==> config.mk <==
export PLATFORM = sky130hd
export DESIGN_NAME = fetch_decode_unit_flat
export DESIGN_NICKNAME = d
export VERILOG_FILES = /design/src/rtl/fetch_decode_unit_if.sv /design/src/rtl/fetch_decode_unit.sv /design/src/flat_wrapper.sv
export SDC_FILE = /design/constraint.sdc
export NUM_CORES = 1
export LEC_CHECK = 0
export BUFFER_PORTS_ARGS = -buffer_cell sky130_fd_sc_hd__buf_2
export CAP_MARGIN = 20
export CORE_MARGIN = 5
export CORE_UTILIZATION = 55
export DETAILED_ROUTE_END_ITERATION = 8
export PLACE_DENSITY = 0.85
export SYNTH_ARGS = -nofsm -noshare
export SYNTH_HDL_FRONTEND = slang
export SYNTH_SLANG_ARGS = --single-unit
==> constraint.sdc <==
create_clock -name Clk -period 2.6 [get_ports Clk]
set_clock_uncertainty 0.1 [all_clocks]
set_input_delay 0.26 -clock Clk [delete_from_list [all_inputs] [get_ports Clk]]
set_output_delay 0.26 -clock Clk [all_outputs]
set_load 0.03 [all_outputs]
==> src/rtl/fetch_decode_unit_if.sv <==
`timescale 1ns/1ps
`default_nettype none
// +-------------------------------------------------------------------------+
// | fetch_decode_unit_if                                                    |
// | ROM fetch port and ALU datapath control bundle of the program sequencer.|
// | Rev 1.0                                                                 |
// +-------------------------------------------------------------------------+
interface fetch_decode_unit_if #(
  parameter int ADDR_W = 12
);
  logic [ADDR_W-1:0] pc;
  logic [7:0]        program_byte;
  logic              carry_in;
  logic              zero_in;
  logic [3:0]        operand;
  logic [2:0]        command;
  logic              bus_en;
  logic              acc_en;
  logic              out_en;

  modport master (
    output pc, operand, command, bus_en, acc_en, out_en,
    input  program_byte, carry_in, zero_in
  );

  modport slave (
    input  pc, operand, command, bus_en, acc_en, out_en,
    output program_byte, carry_in, zero_in
  );
endinterface
`default_nettype wire

==> src/rtl/fetch_decode_unit.sv <==
`timescale 1ns/1ps
`default_nettype none
// +-------------------------------------------------------------------------+
// | fetch_decode_unit                                                       |
// | Two-cycle program sequencer driving the 4-bit ALU/accumulator datapath. |
// | Optional macro ILLEGAL_TRAP_EN: reserved opcodes halt and flag illegal. |
// | Rev 1.0                                                                 |
// +-------------------------------------------------------------------------+
module fetch_decode_unit #(
  parameter int ADDR_W       = 12,
  parameter int RESET_VECTOR = 0
) (
  input  logic                 Clk,
  input  logic                 reset,
  input  logic                 en,
  fetch_decode_unit_if.master  dp,
  output logic                 flag_c,
  output logic                 flag_z,
`ifdef ILLEGAL_TRAP_EN
  output logic                 illegal_op,
`endif
  output logic                 halted
);

  typedef enum logic [1:0] {
    S_FETCH      = 2'd0,
    S_EXEC       = 2'd1,
    S_FETCH_ADDR = 2'd2,
    S_HALT       = 2'd3
  } state_t;

  localparam logic [ADDR_W-1:0] c_reset_pc = ADDR_W'(RESET_VECTOR);
  localparam logic [3:0] c_op_lit   = 4'h1;
  localparam logic [3:0] c_op_addi  = 4'h2;
  localparam logic [3:0] c_op_cmpi  = 4'h3;
  localparam logic [3:0] c_op_nandi = 4'h4;
  localparam logic [3:0] c_op_out   = 4'h5;
  localparam logic [3:0] c_op_jmp   = 4'h6;
  localparam logic [3:0] c_op_jc    = 4'h7;
  localparam logic [3:0] c_op_jnc   = 4'h8;
  localparam logic [3:0] c_op_jz    = 4'h9;
  localparam logic [3:0] c_op_jnz   = 4'hA;
  localparam logic [3:0] c_op_halt  = 4'hF;

  state_t            r_state;
  state_t            w_state_next;
  logic [ADDR_W-1:0] r_pc;
  logic [7:0]        r_instr;
  logic [2:0]        r_cmd;
  logic              r_bus;
  logic              r_acc;
  logic              r_out;
  logic              r_upd;
  logic              r_flag_c;
  logic              r_flag_z;

  logic [3:0]        w_op;
  logic              w_is_jump;
  logic              w_trap;
  logic [2:0]        w_cmd;
  logic              w_bus;
  logic              w_acc;
  logic              w_out;
  logic              w_upd;
  logic              w_taken;
  logic [11:0]       w_target_raw;
  logic [ADDR_W-1:0] w_target;
  logic [ADDR_W-1:0] w_pc_inc;
  logic              w_exec_live;

  assign w_op         = dp.program_byte[7:4];
  assign w_is_jump    = (w_op >= c_op_jmp) && (w_op <= c_op_jnz);
  assign w_target_raw = {r_instr[3:0], dp.program_byte};
  assign w_target     = ADDR_W'(w_target_raw);
  assign w_pc_inc     = r_pc + ADDR_W'(1);

`ifdef ILLEGAL_TRAP_EN
  logic r_illegal;
  assign w_trap     = (w_op >= 4'hB) && (w_op <= 4'hE);
  assign illegal_op = r_illegal;
`else
  assign w_trap = 1'b0;
`endif

  // Decode of the byte on the ROM bus; captured at the FETCH edge so EXEC sees registered controls.
  always_comb begin
    w_cmd = r_cmd;
    w_bus = 1'b0;
    w_acc = 1'b0;
    w_out = 1'b0;
    w_upd = 1'b0;
    case (w_op)
      c_op_lit:   begin w_cmd = 3'b010; w_bus = 1'b1; w_acc = 1'b1; w_upd = 1'b1; end
      c_op_addi:  begin w_cmd = 3'b011; w_bus = 1'b1; w_acc = 1'b1; w_upd = 1'b1; end
      c_op_cmpi:  begin w_cmd = 3'b001; w_bus = 1'b1; w_upd = 1'b1; end
      c_op_nandi: begin w_cmd = 3'b100; w_bus = 1'b1; w_acc = 1'b1; end
      c_op_out:   begin w_cmd = 3'b000; w_out = 1'b1; end
      default:    ;
    endcase
  end

  always_comb begin
    w_taken = 1'b0;
    case (r_instr[7:4])
      c_op_jmp: w_taken = 1'b1;
      c_op_jc:  w_taken = r_flag_c;
      c_op_jnc: w_taken = ~r_flag_c;
      c_op_jz:  w_taken = r_flag_z;
      c_op_jnz: w_taken = ~r_flag_z;
      default:  w_taken = 1'b0;
    endcase
  end

  always_ff @(posedge Clk or negedge reset) begin
    if (!reset) begin
      r_state <= S_FETCH;
    end else begin
      r_state <= w_state_next;
    end
  end

  always_comb begin
    w_state_next = r_state;
    if (en) begin
      case (r_state)
        S_FETCH: begin
          if ((w_op == c_op_halt) || w_trap) begin
            w_state_next = S_HALT;
          end else if (w_is_jump) begin
            w_state_next = S_FETCH_ADDR;
          end else begin
            w_state_next = S_EXEC;
          end
        end
        S_EXEC:       w_state_next = S_FETCH;
        S_FETCH_ADDR: w_state_next = S_FETCH;
        default:      w_state_next = S_HALT;
      endcase
    end
  end

  always_ff @(posedge Clk or negedge reset) begin
    if (!reset) begin
      r_pc     <= c_reset_pc;
      r_instr  <= 8'h00;
      r_cmd    <= 3'b000;
      r_bus    <= 1'b0;
      r_acc    <= 1'b0;
      r_out    <= 1'b0;
      r_upd    <= 1'b0;
      r_flag_c <= 1'b0;
      r_flag_z <= 1'b0;
`ifdef ILLEGAL_TRAP_EN
      r_illegal <= 1'b0;
`endif
    end else if (en) begin
      case (r_state)
        S_FETCH: begin
          r_instr <= dp.program_byte;
          r_pc    <= w_pc_inc;
          r_cmd   <= w_cmd;
          r_bus   <= w_bus;
          r_acc   <= w_acc;
          r_out   <= w_out;
          r_upd   <= w_upd;
`ifdef ILLEGAL_TRAP_EN
          if (w_trap) begin
            r_illegal <= 1'b1;
          end
`endif
        end
        S_EXEC: begin
          if (r_upd) begin
            r_flag_c <= dp.carry_in;
            r_flag_z <= dp.zero_in;
          end
        end
        S_FETCH_ADDR: begin
          r_pc <= w_taken ? w_target : w_pc_inc;
        end
        default: ;
      endcase
    end
  end

  // Enables are live only in EXEC and drop at once while the sequencer is stalled.
  assign w_exec_live = (r_state == S_EXEC) && en;

  assign dp.pc      = r_pc;
  assign dp.operand = r_instr[3:0];
  assign dp.command = r_cmd;
  assign dp.bus_en  = r_bus & w_exec_live;
  assign dp.acc_en  = r_acc & w_exec_live;
  assign dp.out_en  = r_out & w_exec_live;
  assign flag_c     = r_flag_c;
  assign flag_z     = r_flag_z;
  assign halted     = (r_state == S_HALT);

endmodule
`default_nettype wire
==> src/flat_wrapper.sv <==
// flat-port wrapper written by rule: the top's interface ports become plain ports
module fetch_decode_unit_flat 
#(
  parameter int ADDR_W       = 12,
  parameter int RESET_VECTOR = 0
)
  (Clk, reset, en, flag_c, flag_z, halted, dp_pc, dp_operand, dp_command, dp_bus_en, dp_acc_en, dp_out_en, dp_program_byte, dp_carry_in, dp_zero_in);
  fetch_decode_unit_if #(.ADDR_W(ADDR_W)) dp_i ();
  input  logic Clk;
  input  logic reset;
  input  logic en;
  output logic flag_c;
  output logic flag_z;
  output logic halted;
  output wire logic [$bits(dp_i.pc)-1:0] dp_pc;
  output wire logic [$bits(dp_i.operand)-1:0] dp_operand;
  output wire logic [$bits(dp_i.command)-1:0] dp_command;
  output wire logic [$bits(dp_i.bus_en)-1:0] dp_bus_en;
  output wire logic [$bits(dp_i.acc_en)-1:0] dp_acc_en;
  output wire logic [$bits(dp_i.out_en)-1:0] dp_out_en;
  input wire logic [$bits(dp_i.program_byte)-1:0] dp_program_byte;
  input wire logic [$bits(dp_i.carry_in)-1:0] dp_carry_in;
  input wire logic [$bits(dp_i.zero_in)-1:0] dp_zero_in;
  assign dp_pc = dp_i.pc;
  assign dp_operand = dp_i.operand;
  assign dp_command = dp_i.command;
  assign dp_bus_en = dp_i.bus_en;
  assign dp_acc_en = dp_i.acc_en;
  assign dp_out_en = dp_i.out_en;
  assign dp_i.program_byte = dp_program_byte;
  assign dp_i.carry_in = dp_carry_in;
  assign dp_i.zero_in = dp_zero_in;
  fetch_decode_unit #(.ADDR_W(ADDR_W), .RESET_VECTOR(RESET_VECTOR)) u_core (.Clk(Clk), .reset(reset), .en(en), .dp(dp_i), .flag_c(flag_c), .flag_z(flag_z), .halted(halted));
endmodule
==> impl_results.html <==
<table>
<tr><th>Metric</th><th>Value</th></tr>
<tr><th colspan="2">Yosys</th></tr>
<tr><td>Cell area after synthesis</td><td>1903 sq um</td></tr>
<tr><td>Proportion of synthesized chip area in sequential cells</td><td>40.76%</td></tr>
<tr><td>Synthesized area per cell</td><td>9.194 sq um</td></tr>
<tr><td>Post-Synthesis Cells</td><td>207</td></tr>
<tr><td>Flip-flop and latch count after synthesis</td><td>31</td></tr>
<tr><td>Cell type with the highest aggregate area in the netlist</td><td>sky130_fd_sc_hd__dfrtp_1</td></tr>
<tr><td>Most area-consuming cells after synthesis</td><td>sky130_fd_sc_hd__dfrtp_1 41%, sky130_fd_sc_hd__nand2_1 6.3%, sky130_fd_sc_hd__mux2_2 5.9%, sky130_fd_sc_hd__ha_1 3.3%, sky130_fd_sc_hd__o311ai_1 3.2%</td></tr>
<tr><td>Yosys warning count</td><td>0</td></tr>
<tr><td>Leading register cell type out of synthesis</td><td>sky130_fd_sc_hd__dfrtp_1</td></tr>
<tr><td>Share of flip-flops with an asynchronous set or reset after synthesis</td><td>100.0%</td></tr>
<tr><td>Net count after synthesis</td><td>225</td></tr>
<tr><td>Portion of synthesized cell area occupied by the leading cell type</td><td>40.76%</td></tr>
<tr><td>Number of enable flip-flop cells after synthesis</td><td>0</td></tr>
<tr><td>Count of unique library cells instantiated by Yosys</td><td>43</td></tr>
<tr><th colspan="2">Detailed routing</th></tr>
<tr><td>TritonRoute pass-1 iters</td><td>5</td></tr>
<tr><td>DRC viols</td><td>0</td></tr>
<tr><td>Routed wire length</td><td>4409 microns</td></tr>
<tr><td>Wire length on met3</td><td>329 microns</td></tr>
<tr><td>Final antenna-violating net count</td><td>0</td></tr>
<tr><td>Vias per Instance</td><td>6.049</td></tr>
<tr><td>Iteration-0 DRC count of the detailed router</td><td>134</td></tr>
<tr><td>Amount of wire on met2 after detailed routing</td><td>2078 microns</td></tr>
<tr><td>DR WL/cell</td><td>15.36 microns</td></tr>
<tr><td>Via count</td><td>1736</td></tr>
<tr><td>Wire length on met1</td><td>1935 microns</td></tr>
<tr><td>Highest metal layer with signal wires</td><td>met4</td></tr>
<tr><th colspan="2">Pwr</th></tr>
<tr><td>NetSw</td><td>1.272 mW</td></tr>
<tr><td>Internal power</td><td>1.315 mW</td></tr>
<tr><td>Pwr Density</td><td>1200 nW/um^2</td></tr>
<tr><td>Switching share of total power</td><td>49.17%</td></tr>
<tr><td>Combinational share of power</td><td>54.8%</td></tr>
<tr><td>Proportion of power drawn by flip-flops and latches</td><td>34.3%</td></tr>
<tr><td>Clk network pwr share</td><td>10.9%</td></tr>
<tr><td>Static power due to leakage</td><td>0.9672 nW</td></tr>
<tr><td>Maximum vdd ir drop</td><td>613.5 uV</td></tr>
<tr><th colspan="2">Worst setup path</th></tr>
<tr><td>Startpoint kind of the worst setup timing path</td><td>flip-flop</td></tr>
<tr><td>Number of buffers and inverters on the critical path</td><td>2</td></tr>
<tr><td>Critical path's largest stage delay</td><td>0.51 ns</td></tr>
<tr><td>Start-to-end type of the worst setup path</td><td>reg2reg</td></tr>
<tr><td>Critical Path Sink Type</td><td>flip-flop</td></tr>
<tr><td>Max stage delay cell, worst path</td><td>sky130_fd_sc_hd__or4_1</td></tr>
<tr><td>WP data required</td><td>2.73 ns</td></tr>
<tr><td>Worst-path cell chain</td><td>inv_1 -&gt; ha_1 -&gt; o21ai_1 -&gt; buf_4 -&gt; or4_1 -&gt; a32o_1 -&gt; o221ai_1</td></tr>
<tr><td>Critical path fanouts, max</td><td>22</td></tr>
<tr><td>CP delay by family, top</td><td>simple AND/OR/NAND/NOR gates</td></tr>
<tr><td>Data arrival time of the critical path</td><td>2.24 ns</td></tr>
<tr><th colspan="2">Clock network</th></tr>
<tr><td>Total CTS buffers</td><td>5</td></tr>
<tr><td>Clock root buffer master</td><td>sky130_fd_sc_hd__clkbuf_4</td></tr>
<tr><td>Clk_lat worst skew</td><td>0.33 ns</td></tr>
<tr><td>Depth of the CTS H-tree</td><td>2</td></tr>
<tr><td>Clock input transition at the sequential cells of the worst setup and hold paths</td><td>0.10 ns</td></tr>
<tr><td>CTS tree</td><td>built</td></tr>
<tr><td>CTS max path bufs</td><td>2</td></tr>
<tr><td>TritonCTS Sinks</td><td>31</td></tr>
<tr><th colspan="2">STA</th></tr>
<tr><td>Shortest clock period the worst path allows after layout</td><td>2.109 ns</td></tr>
<tr><td>Slew Viols, Final</td><td>0</td></tr>
<tr><td>Setup Viol. Count Final</td><td>0</td></tr>
<tr><td>Worst-Margin Slew</td><td>0.6916 ns</td></tr>
<tr><td>Final worst hold slack</td><td>0.05258 ns</td></tr>
<tr><td>FMAX</td><td>0.4741 GHz</td></tr>
<tr><td>RSZ-0062 raised after global routing</td><td>false</td></tr>
<tr><td>Remaining max-slew budget at the tightest pin</td><td>53.90%</td></tr>
<tr><td>Post-Route Setup TNS</td><td>0 ns</td></tr>
<tr><td>Fin crit share</td><td>81.13%</td></tr>
<tr><td>Number of failing hold endpoints at the final stage</td><td>0</td></tr>
<tr><th colspan="2">GRT</th></tr>
<tr><td>Vias in the first global route</td><td>1601</td></tr>
<tr><td>Pin count of the biggest net entering global routing</td><td>32</td></tr>
<tr><td>Overflow left after global routing</td><td>0</td></tr>
<tr><td>Total GRT Usage</td><td>21.68%</td></tr>
<tr><td>Number of antenna violations at the first check in global routing</td><td>0</td></tr>
<tr><td>First-pass GRT wire length</td><td>7659 microns</td></tr>
<tr><th colspan="2">Floorplan</th></tr>
<tr><td>Height of the die</td><td>68.82 microns</td></tr>
<tr><td>DIE WIDTH</td><td>68.82 microns</td></tr>
<tr><td>Total die area</td><td>4736 sq um</td></tr>
<tr><td>Initial core utilization</td><td>57.03%</td></tr>
<tr><td>Number of standard-cell rows in the floorplan</td><td>21</td></tr>
<tr><td>Ports</td><td>38</td></tr>
<tr><td>Core footprint</td><td>3337 sq um</td></tr>
<tr><th colspan="2">Status</th></tr>
<tr><td>Result of the run</td><td>finished clean</td></tr>
<tr><th colspan="2">Placement</th></tr>
<tr><td>Count of buffers inserted at the top-level ports</td><td>37</td></tr>
<tr><td>Estimated wirelength of the detail-placed design</td><td>3142 microns</td></tr>
<tr><td>Routability Congestion</td><td>0.8368</td></tr>
<tr><th colspan="2">Min path</th></tr>
<tr><td>Worst min-delay path category</td><td>in2reg</td></tr>
<tr><th colspan="2">Layout</th></tr>
<tr><td>Number of diodes</td><td>0</td></tr>
<tr><td>Filler Cell Count</td><td>311</td></tr>
<tr><td>Layout cell share with drive strength beyond 1</td><td>25.73%</td></tr>
<tr><td>Post-synthesis to final-layout area growth</td><td>13.28%</td></tr>
<tr><td>Layout Nets</td><td>259</td></tr>
<tr><th colspan="2">Job</th></tr>
<tr><td>Number of maximum-capacitance constraint violations</td><td>0</td></tr>
</table>
area by class of cell:
cell class,instances,area (sq um),area share [%]
well taps,46,57.56,2.670
multi-input cells,153,1011,46.89
inverters,8,30.03,1.393
clock buffers,6,51.30,2.380
flip-flops and latches,31,775.7,35.98
clock inverters,1,5.005,0.2322
repair buffers,42,225.2,10.45
routing by layer:
layer / vias up / track usage, %
met5: - / 0
met4: 0 / 7.056
met3: 10 / 5.673
met2: 57 / 33.73
met1: 821 / 29.35
li1: 848 / -
worst reg2reg max path, cell delays in order, from the launching register on:
cell                       delay, ns
sky130_fd_sc_hd__dfrtp_1        0.42
sky130_fd_sc_hd__inv_1          0.10
sky130_fd_sc_hd__ha_1           0.26
sky130_fd_sc_hd__o21ai_1        0.10
sky130_fd_sc_hd__buf_4          0.21
sky130_fd_sc_hd__or4_1          0.52
sky130_fd_sc_hd__a32o_1         0.23
sky130_fd_sc_hd__o221ai_1       0.07
metrics by stage:
| step | util, % | worst slack, ns | area [sq um] | instances | total power, mW |
|---|---|---|---|---|---|
| after floorplan | - | 0.7839 | 1903 | 207 | 1.980 |
| after global routing | 64.60 | 0.3555 | 2156 | 287 | 2.804 |
| final | 64.60 | 0.4907 | 2156 | 287 | 2.587 |
| after global placement | 62.62 | 0.6085 | 2090 | 279 | 2.265 |
| after detailed placement | 62.62 | 0.5405 | 2090 | 279 | 2.299 |
| after CTS | 64.60 | 0.4875 | 2156 | 287 | 2.597 |
power groups by stage:
stage	Clock, mW	Sequential (mW)	Combinational (mW)
global placement	0	0.882	1.38
floorplan	0	1.01	0.965
global route	0.309	0.928	1.57
detailed placement	0	0.894	1.40
finish	0.281	0.887	1.42
CTS	0.291	0.886	1.42
synth_stat cells (2+ instances only):
master and count:
sky130_fd_sc_hd__and3_1 3, sky130_fd_sc_hd__nand2b_1 2, sky130_fd_sc_hd__nor3_1 7, sky130_fd_sc_hd__mux2_2 10, sky130_fd_sc_hd__inv_1 8, sky130_fd_sc_hd__o211ai_1 6
sky130_fd_sc_hd__a32o_1 3, sky130_fd_sc_hd__clkbuf_1 4, sky130_fd_sc_hd__o21ai_1 3, sky130_fd_sc_hd__o21ai_0 9, sky130_fd_sc_hd__nand4_1 2, sky130_fd_sc_hd__o41a_1 3
sky130_fd_sc_hd__buf_2 6, sky130_fd_sc_hd__a21o_1 2, sky130_fd_sc_hd__xor2_1 2, sky130_fd_sc_hd__nor2_1 12, sky130_fd_sc_hd__nor4_1 3, sky130_fd_sc_hd__dfrtp_1 31
sky130_fd_sc_hd__o311ai_0 3, sky130_fd_sc_hd__and2_1 2, sky130_fd_sc_hd__nand3_1 6, sky130_fd_sc_hd__or4_1 3, sky130_fd_sc_hd__ha_1 5, sky130_fd_sc_hd__nand2_1 32
sky130_fd_sc_hd__o221ai_1 2, sky130_fd_sc_hd__buf_4 4, sky130_fd_sc_hd__o32ai_1 4, sky130_fd_sc_hd__o311ai_1 7, sky130_fd_sc_hd__a21oi_1 8, sky130_fd_sc_hd__nor2b_1 2
flip-flops by register name (all words and copies together), names as in the netlist:
name               cells
u_core.r_bus           1
u_core.r_upd           1
u_core.r_out           1
u_core.r_acc           1
u_core.dp.pc          12
u_core.flag_c          1
u_core.flag_z          1
u_core.r_state         2
u_core.dp.command      3
u_core.r_instr         8
cells by family (layout without fill, tap and decap cells):
kind of cell | after synthesis | count (layout) | synth area share [%]
AOI/OAI and AO/OA | 57 | 57 | 22.62
xor gates and xnor gates | 2 | 2 | 0.9206
adders and majority gates | 5 | 5 | 3.287
buffers and inverters | 23 | 57 | 6.114
DFF | 31 | 31 | 40.76
muxes | 11 | 11 | 6.706
and+or+nand+nor | 78 | 78 | 19.59
what timing repair did:
action	CTS	global route
hold buffers	1	0
buffers inserted	0	0
endpoints found under the hold margin	31	0
resized for setup	0	0
cell usage in the layout (no fill, tap or decap), drive strengths merged, types with 4 or more instances in the layout:
master  synthesis  routed
buf            11      41
nand2          32      32
dfrtp          31      31
nor2           12      12
o21ai          12      12
mux2           11      11
o311ai         10      10
inv             8       8
a21oi           8       8
nor3            7       7
nand3           6       6
o211ai          6       6
clkbuf          4       6
ha              5       5
o32ai           4       4
path summary, 6_finish.rpt:
check / start / to / slack (ns) / depth (start not counted)
max in group asynchronous: reset / u_core.dp.pc[6] / 1.55 / 2
min in group asynchronous: reset / u_core.r_instr[6] / 0.40 / 2
hold reg to reg: u_core.r_out / u_core.r_out / 0.39 / 2
setup / recovery: u_core.r_state[0] / u_core.dp.pc[6] / 0.49 / 7
hold / removal: dp_zero_in / u_core.flag_z / 0.05 / 2
setup reg to reg: u_core.r_state[0] / u_core.dp.pc[6] / 0.49 / 7
(Power assumes the default switching activity.)
